<file path="config.mk">
export PLATFORM = sky130hd
export DESIGN_NAME = seq_shift_unit
export DESIGN_NICKNAME = d
export VERILOG_FILES = /design/src/rtl/shift_pkg.sv /design/src/rtl/shift_step.sv /design/src/rtl/seq_shift_unit.sv
export SDC_FILE = /design/constraint.sdc
export NUM_CORES = 1
export LEC_CHECK = 0
export CAP_MARGIN = 10
export CORE_ASPECT_RATIO = 0.5
export CORE_MARGIN = 3
export CORE_UTILIZATION = 41
export DETAILED_ROUTE_END_ITERATION = 6
export GPL_TIMING_DRIVEN = 0
export PLACE_DENSITY = 0.77
export SLEW_MARGIN = 20
export SYNTH_ARGS = -nofsm -noshare
export SYNTH_HDL_FRONTEND = slang
export SYNTH_SLANG_ARGS = --single-unit
</file>
<file path="constraint.sdc">
create_clock -name clk -period 2.75 [get_ports clk]
set_input_delay 0.825 -clock clk [delete_from_list [all_inputs] [get_ports clk]]
set_output_delay 0.825 -clock clk [all_outputs]
set_load 0.03 [all_outputs]
</file>
<file path="src/rtl/shift_pkg.sv">
// Shared encodings for the multi-cycle shifter: operation codes, FSM states and default widths.
package shift_pkg;

  localparam int unsigned SHIFT_WIDTH = 32;
  localparam int unsigned SHIFT_SHW   = 5;

  typedef enum logic [1:0] {
    OP_SLL = 2'b00,
    OP_SRL = 2'b01,
    OP_ROR = 2'b10,
    OP_SRA = 2'b11
  } op_e;

  typedef enum logic [1:0] {
    S_IDLE  = 2'b00,
    S_SHIFT = 2'b01,
    S_DONE  = 2'b10
  } state_e;

endpackage

</file>
<file path="src/rtl/shift_step.sv">
// Combinational single-bit shift of a WIDTH-bit word, direction and fill chosen by op.
module shift_step
  import shift_pkg::*;
#(
  parameter int unsigned WIDTH = SHIFT_WIDTH
) (
  input  logic [1:0]       op,
  input  logic [WIDTH-1:0] din,
  output logic [WIDTH-1:0] dout_c
);

  always_comb begin
    dout_c = din;
    case (op)
      OP_SLL:  dout_c = {din[WIDTH-2:0], 1'b0};
      OP_SRL:  dout_c = {1'b0, din[WIDTH-1:1]};
      OP_ROR:  dout_c = {din[0], din[WIDTH-1:1]};
      OP_SRA:  dout_c = {din[WIDTH-1], din[WIDTH-1:1]};
      default: dout_c = din;
    endcase
  end

endmodule

</file>
<file path="src/rtl/seq_shift_unit.sv">
// Multi-cycle variable shifter: one bit per clock under a start/busy/done handshake.
module seq_shift_unit
  import shift_pkg::*;
#(
  parameter int unsigned WIDTH = SHIFT_WIDTH,
  parameter int unsigned SHW   = SHIFT_SHW
) (
  input  logic             clk,
  input  logic             rst,
  input  logic             start,
  input  logic [1:0]       op,
  input  logic [SHW-1:0]   shamt,
  input  logic [WIDTH-1:0] operand,
  output logic             busy,
  output logic             done,
  output logic [WIDTH-1:0] result
);

  state_e           state, state_n;
  logic [SHW-1:0]   cnt, cnt_n;
  logic [WIDTH-1:0] data, data_n, step_c;
  logic [1:0]       op_r, op_n;

  shift_step #(.WIDTH(WIDTH)) u_step (
    .op     (op_r),
    .din    (data),
    .dout_c (step_c)
  );

  // Next-state and datapath selection
  always_comb begin
    state_n = state;
    cnt_n   = cnt;
    data_n  = data;
    op_n    = op_r;
    case (state)
      S_IDLE: begin
        if (start) begin
          data_n  = operand;
          op_n    = op;
          cnt_n   = shamt;
          state_n = (shamt != SHW'(0)) ? S_SHIFT : S_DONE;
        end
      end
      S_SHIFT: begin
        data_n = step_c;
        cnt_n  = cnt - SHW'(1);
        if (cnt == SHW'(1)) state_n = S_DONE;
      end
      S_DONE:  state_n = S_IDLE;
      default: state_n = S_IDLE;
    endcase
  end

  // Outputs decode from the next state so they line up with the state they describe
  always_ff @(posedge clk or posedge rst) begin
    if (rst) begin
      state  <= S_IDLE;
      cnt    <= '0;
      data   <= '0;
      op_r   <= 2'b00;
      busy   <= 1'b0;
      done   <= 1'b0;
      result <= '0;
    end else begin
      state <= state_n;
      cnt   <= cnt_n;
      data  <= data_n;
      op_r  <= op_n;
      busy  <= (state_n == S_SHIFT);
      done  <= (state_n == S_DONE);
      if (state_n == S_DONE) result <= data_n;
    end
  end

endmodule

</file>
==> results of run 1 <==
-- cell families after synthesis --
logic type	after synthesis	synth area share [%]
buffers and inverters	32	5.85
and+or+nand+nor	56	6.83
adders and majority gates	2	0.669
AOI/OAI and AO/OA	84	17.6
DFF	75	50.2
muxes	66	18.9
-- power by group --
group	total [W]	internal, W	switching (W)	leakage [nW]
clock network	0.00125	0.000795	0.000453	0.153
registers	0.00211	0.00165	0.000458	0.855
logic	0.00293	0.00138	0.00155	0.908
-- registers in the layout, indices dropped and copies added, names as in the netlist --
name    flops
busy        1
cnt         5
data       32
done        1
op_r        2
result     32
state       2
-- synthesized netlist by cell type --
cell      count
dfrtp_1      75
nor2_1       39
mux2_2       33
mux2i_1      30
o32ai_1      30
a211oi_1     29
buf_2        10
buf_6        10
o21ai_0       6
inv_1         5
o22ai_1       5
a21oi_1       4
nand2_1       4
buf_4         3
clkbuf_1      3
mux2_1        3
nand3_1       3
a221oi_1      2
ha_1          2
nor3_1        2
o22a_1        2
a211oi_2      1
a21bo_2       1
a21oi_4       1
a31oi_1       1
inv_2         1
nand2_2       1
nand2b_1      1
nand4_1       1
nor2_2        1
nor2b_1       1
nor3b_1       1
nor4b_4       1
o211ai_1      1
o311ai_1      1
or2_2         1
-- placed cells by master (no fill, tap or decap), types with 2 or more instances in the layout --
master,count
nand2_1,4
o32ai_1,30
clkdlybuf4s50_1,74
mux2_1,3
o22ai_1,5
o22a_1,2
nor3_1,2
nand3_1,3
ha_1,2
clkinv_4,2
inv_1,4
buf_4,3
buf_6,10
mux2i_1,30
clkbuf_1,4
a221oi_1,2
o21ai_0,6
a21oi_1,4
a211oi_1,29
buf_2,10
mux2_2,33
bufinv_16,2
dfrtp_1,75
nor2_1,39
clkbuf_16,9
-- worst paths after layout --
path	slack, ns	cells after the start	startpoint	end
min	0.49	1	result[31]	result[31]
min reg2reg	0.49	1	result[31]	result[31]
max in group asynchronous	1.38	3	rst	result[31]
max reg2reg	0.77	7	cnt[1]	result[15]
min in group asynchronous	0.83	2	rst	result[15]
max	0.33	6	shamt[0]	result[15]
-- metrics by stage --
stage	hold slack (ns)	setup slack, ns	power [W]
floorplan	0.523	0.0150	0.00404
global placement	0.470	-1.15	0.00498
detailed placement	0.478	0.0257	0.00504
CTS	0.490	0.374	0.00632
global route	0.510	0.282	0.00667
finish	0.486	0.328	0.00629
-- final cells by class --
| class | instances | share of cell area (%) |
|---|---|---|
| multi-input combinational | 208 | 33.1 |
| tap | 112 | 2.82 |
| sequential | 75 | 37.8 |
| inverter | 6 | 0.504 |
| buffer | 26 | 3.95 |
| timing repair buffer | 75 | 15.5 |
| clock inverter | 6 | 1.81 |
| clock buffer | 10 | 4.61 |
-- worst max-delay path, cell delays in order --
cell and delay [ns]:
clkdlybuf4s50_1 0.43, nor3_1 0.27, nand4_1 0.23, a21oi_4 0.33, buf_6 0.21, mux2_2 0.35
-- per-layer routing --
layer  vias to the layer above  share of wire, %  GRT usage [%]
li1                       1378                 -              -
met1                      1463                48           25.6
met2                        65                46           27.4
met3                         9               5.0           5.01
met4                         0               1.1           5.59
met5                         -                 0              0
==> results.md, run 1 <==
- Outcome: finished, final reports clean
- Overflow after GRT: 0
- Reg clk slew, reported paths: ~0.06 ns
- Post-CTS resize count: 0
- Initial Utilization: approximately 44%
- Layout cells sized above 1: approximately 20%
- Post-synthesis cell area: about 3700 µm²
- Nets: around 450
- CTS buffer count: 9
- Pre-antenna DRT Iters: 4
- H-tree depth reported by CTS: 3
- Area leader, netlist: dfrtp_1
- Post-Route Skew: between 0.003 and 0.004 ns
- Routed Antenna Nets: 0
- Crit-path max FO: 10
- Core Area: 8430 µm²
- DP Area: approximately 4700 µm²
- GRT Util Overall: a little under a fifth
- Post-Place Cells: roughly 500
- Fill cell count: roughly 700
- Reg area: approximately 1900 µm²
- DP HPWL: 6340 µm
- Multi-input logic area: between 1500 and 2000 µm²
- DRC Markers: 0
- Min cycle time layout: around 2.4 ns
- DIE AREA: ~10000 µm²
- Synthesized flop and latch total: 75
- Initial DRC Count: approximately 270
- Final hold violation count: 0
- Synth top area cells: dfrtp_1 (50%), mux2_2 (9.9%), mux2i_1 (8.0%)
- Routed length per instance: between 15 and 20 µm
- Leak: 1.91 nW
- Startpoint Class: input port
- Mapped Cells: around 320
- Max Cap Viol: 0
- Largest net degree at the start of global routing: between 40 and 50
- Syn nets: 359
- P&R area growth vs syn: 32.9%
- Worst hold path class: register to register
- Setup CP Type: input port to register
- Initial antenna violation count: 0
- CTS tree: done
- Syn_area_per_cell: about 12 µm²
- Post-synth top area share: 50.2%
- CP arrival: ~2.6 ns
- Final setup vio count: 0
- Row count: 23
- Final RePlAce weighted congestion: around 0.84
- Warnings from Yosys: 0
- Die height: 73.5 µm
- Clock sink count: 75
- CTS Buffer Depth: 2
- Total routed wirelength: 8920 µm
- Post-DR vias/cell: roughly 5.6
- RSZ-0062 raised after global routing: no
- Via count: around 2900
- Max-slew violation count: 0
- Utilization after layout: 58.9%
- CP endpoint kind: register
- Max-slew headroom: roughly 69%
- Pin slew with the least headroom to its limit: between 0.4 and 0.5 ns
- Buffers on Ports: between 70 and 80
- Vias in the first global route: between 2000 and 3000
- VDD IR max: approximately 520 µV
- Max Freq: between 400 and 500 MHz
- Clk root buf: clkbuf_16
- Final non-filler cell area: between 4000 and 5000 µm²
- Clock Latency Late Sink: 0.33 ns
- Period utilization: between 80% and 90%
- Setup Total Neg Slack: 0 ns
- I/O Pins: 76
- Post-CTS Hold Buffers: 0
- Post-CTS setup buffers: 0
- N_diodes: 0
- CP required: 2.97 ns
- Global-route wire length before repair: approximately 15000 µm
- Final Non-Filler Cells: ~520
- Register area share after synthesis: 50.2%
- Die W: 141 µm
- Post-synthesis cell type count: 36
- Power Density: ~1300 nW/µm²
Note: power is estimated with default switching activity, not from simulation.
==> inputs of run 2 (changes only) <==
- SKIP_LAST_GASP: default -> 1
==> results of run 2 <==
Final layout, timing and power as in run 1 (identical DEF).
==> inputs of run 3 (changes only) <==
- HOLD_SLACK_MARGIN: default -> 0.08
- SETUP_SLACK_MARGIN: default -> 0.5
==> run 3 against run 2 <==
- sequential cell count stayed put
- largest power group unchanged
- total power shrank 2.0%
- design area is 1.3% higher
- hold slack is essentially flat
- clock power down 15%
- sequential power about the same
- critical path type is now register to primary output
==> results.md, run 3 (same netlist as run 1, synthesis figures left out) <==
- Outcome: finished, final reports clean
- Routed length per instance: 17.8 µm
- Critical path's top delay family: buffers and inverters
- Post-Route Skew: 0.00604 ns
- Worst hold path class: register to register
- Post-Place Cells: 503
- Final Non-Filler Cells: roughly 520
- CP Depth: 1
- Die height: between 70 and 80 µm
- Initial DRC Count: between 300 and 400
- Buffers on Ports: between 70 and 80
- Overflow after GRT: 0
- Vias in the first global route: 2971
- Worst Hold End: result[31]
- Commonest cells after routing, fill and taps aside: dfrtp_1 (75), clkdlybuf4s50_1 (70), nor2_1 (38), mux2_2 (33)
- Global-route wire length before repair: 15300 µm
- Largest net degree at the start of global routing: 30
- RSZ-0062 raised after global routing: no
- Pre-antenna DRT Iters: 5
- Worst R2R Path Depth: 8
- I/O Pins: 76
- Logic pwr share: between 40% and 50%
- Final RePlAce weighted congestion: approximately 0.84
- Post-CTS Hold Buffers: 0
- Setup CP Type: register to primary output
- Max Freq: 454 MHz
- DRC Markers: 0
- Min cycle time layout: approximately 2.2 ns
- Clock sink count: 75
- Part of the power in registers: between 30% and 40%
- Hold Crit Start: result[31]
- Setup Total Neg Slack: 0 ns
- Layout cells sized above 1: 21.6%
- Routed Antenna Nets: 0
- Slack of the critical path: around 0.55 ns
- Startpoint Class: register
- Period utilization: approximately four fifths
- CP bufs+invs: 1
- Total routed wirelength: 9320 µm
- Die W: 141 µm
- Max-slew headroom: between 50% and 60%
- Initial Utilization: between 40 and 50%
- Regs by FF count: data: 32 flops, result: 32 flops, cnt: 5 flops
- Crit-path max cell delay: 0.68 ns
- CP Cell Sequence: clkdlybuf4s50_1
- CP arrival: approximately 1.4 ns
- WHS Path Cells: 1
- RR Startpoint: cnt[1]
- DP HPWL: about 6500 µm
- Core Area: 8430 µm²
- Internal power: 0.00366 W
- Place WS: 0.0303 ns
- Critical path's slowest cell: clkdlybuf4s50_1
- Clock power share: between 10% and 20%
- P&R area growth vs syn: 34.6%
- Sw Share: 40.6%
- Initial antenna violation count: 0
- Max Cap Viol: 0
- Final hold violation count: 0
- Power Density: about 1200 nW/µm²
- CTS tree: done
- GRT Util Overall: a little under a fifth
- VDD IR max: 461 µV
- Via count: approximately 3000
- DIE AREA: 10400 µm²
- Clk root buf: clkbuf_16
- CTS buffer count: 9
- Crit-path max FO: 2
- N_diodes: 0
- CTS Buffer Depth: 2
- H-tree depth reported by CTS: 3
- Final setup vio count: 0
- Row count: 23
- Sw power: about 0.0025 W
- CP required: between 1.5 and 2 ns
- Clock Latency Late Sink: 0.33 ns
- CP endpoint kind: primary output
- Max-slew violation count: 0
- Reg clk slew, reported paths: about 0.060 ns
- Pin slew with the least headroom to its limit: 0.614 ns
- Post-DR vias/cell: 5.68
- Commonest non-fill, non-tap cell in the layout: dfrtp_1
- R2R setup slack: between 0.8 and 0.9 ns
- Nets: around 450
- Leak: 1.97 nW
- Critical R2R Capture: result[11]
-- run 3: worst max path at each step --
stage	end	slack (ns)	start
floorplan	result[29]	0.66	shamt[0]
global placement	result[18]	0.02	shamt[0]
detailed placement	result[28]	0.03	shamt[0]
CTS	result[11]	0.48	shamt[2]
global route	result[10]	0.50	result[10]
finish	result[20]	0.55	result[20]
-- run 3: area by class of cell --
cell class	count	area [µm²]
Tap cell	112	140
Buffer	26	214
Sequential cell	75	1880
Timing Repair Buffer	81	852
Fill cell	702	3400
Clock buffer	10	229
Multi-Input combinational cell	208	1650
Inverter	6	26.3
Clock inverter	6	42.5
-- run 3: power groups by stage --
stage                     logic, W  registers [W]  clock network [W]
final                      0.00298        0.00212            0.00106
after global routing       0.00320        0.00220            0.00113
after CTS                  0.00298        0.00212            0.00108
after detailed placement   0.00295        0.00212                  0
after global placement     0.00288        0.00210                  0
after floorplan            0.00154        0.00250                  0
-- run 3: stage by stage --
step           cell area (µm²)  hold slack, ns  util, %  total power, W
2_1_floorplan             3740           0.523        -         0.00404
3_3_place_gp              4620           0.471     54.8         0.00498
3_5_place_dp              4670           0.478     55.4         0.00507
4_1_cts                   4990           0.490     59.2         0.00618
5_1_grt                   5030           0.511     59.7         0.00653
6_report                  5030           0.487     59.7         0.00616
-- run 3: layer usage --
layer / vias to the layer above / part of all wire (%) / wire [µm] / global-route usage [%]
met3: 19 / 4.2 / 388 / 3.64
met4: 0 / 2.1 / 192 / 8.06
li1: 1388 / - / - / -
met1: 1483 / 48 / 4440 / 26.4
met2: 86 / 46 / 4300 / 28.7
met5: - / 0 / 0 / 0
-- run 3: repair_timing --
item                       in CTS  in global routing
pin swaps                       3                  3
setup endpoints to repair      29                 33
cloned                          1                  0
resized for setup               4                  8
setup buffers                   2                  2
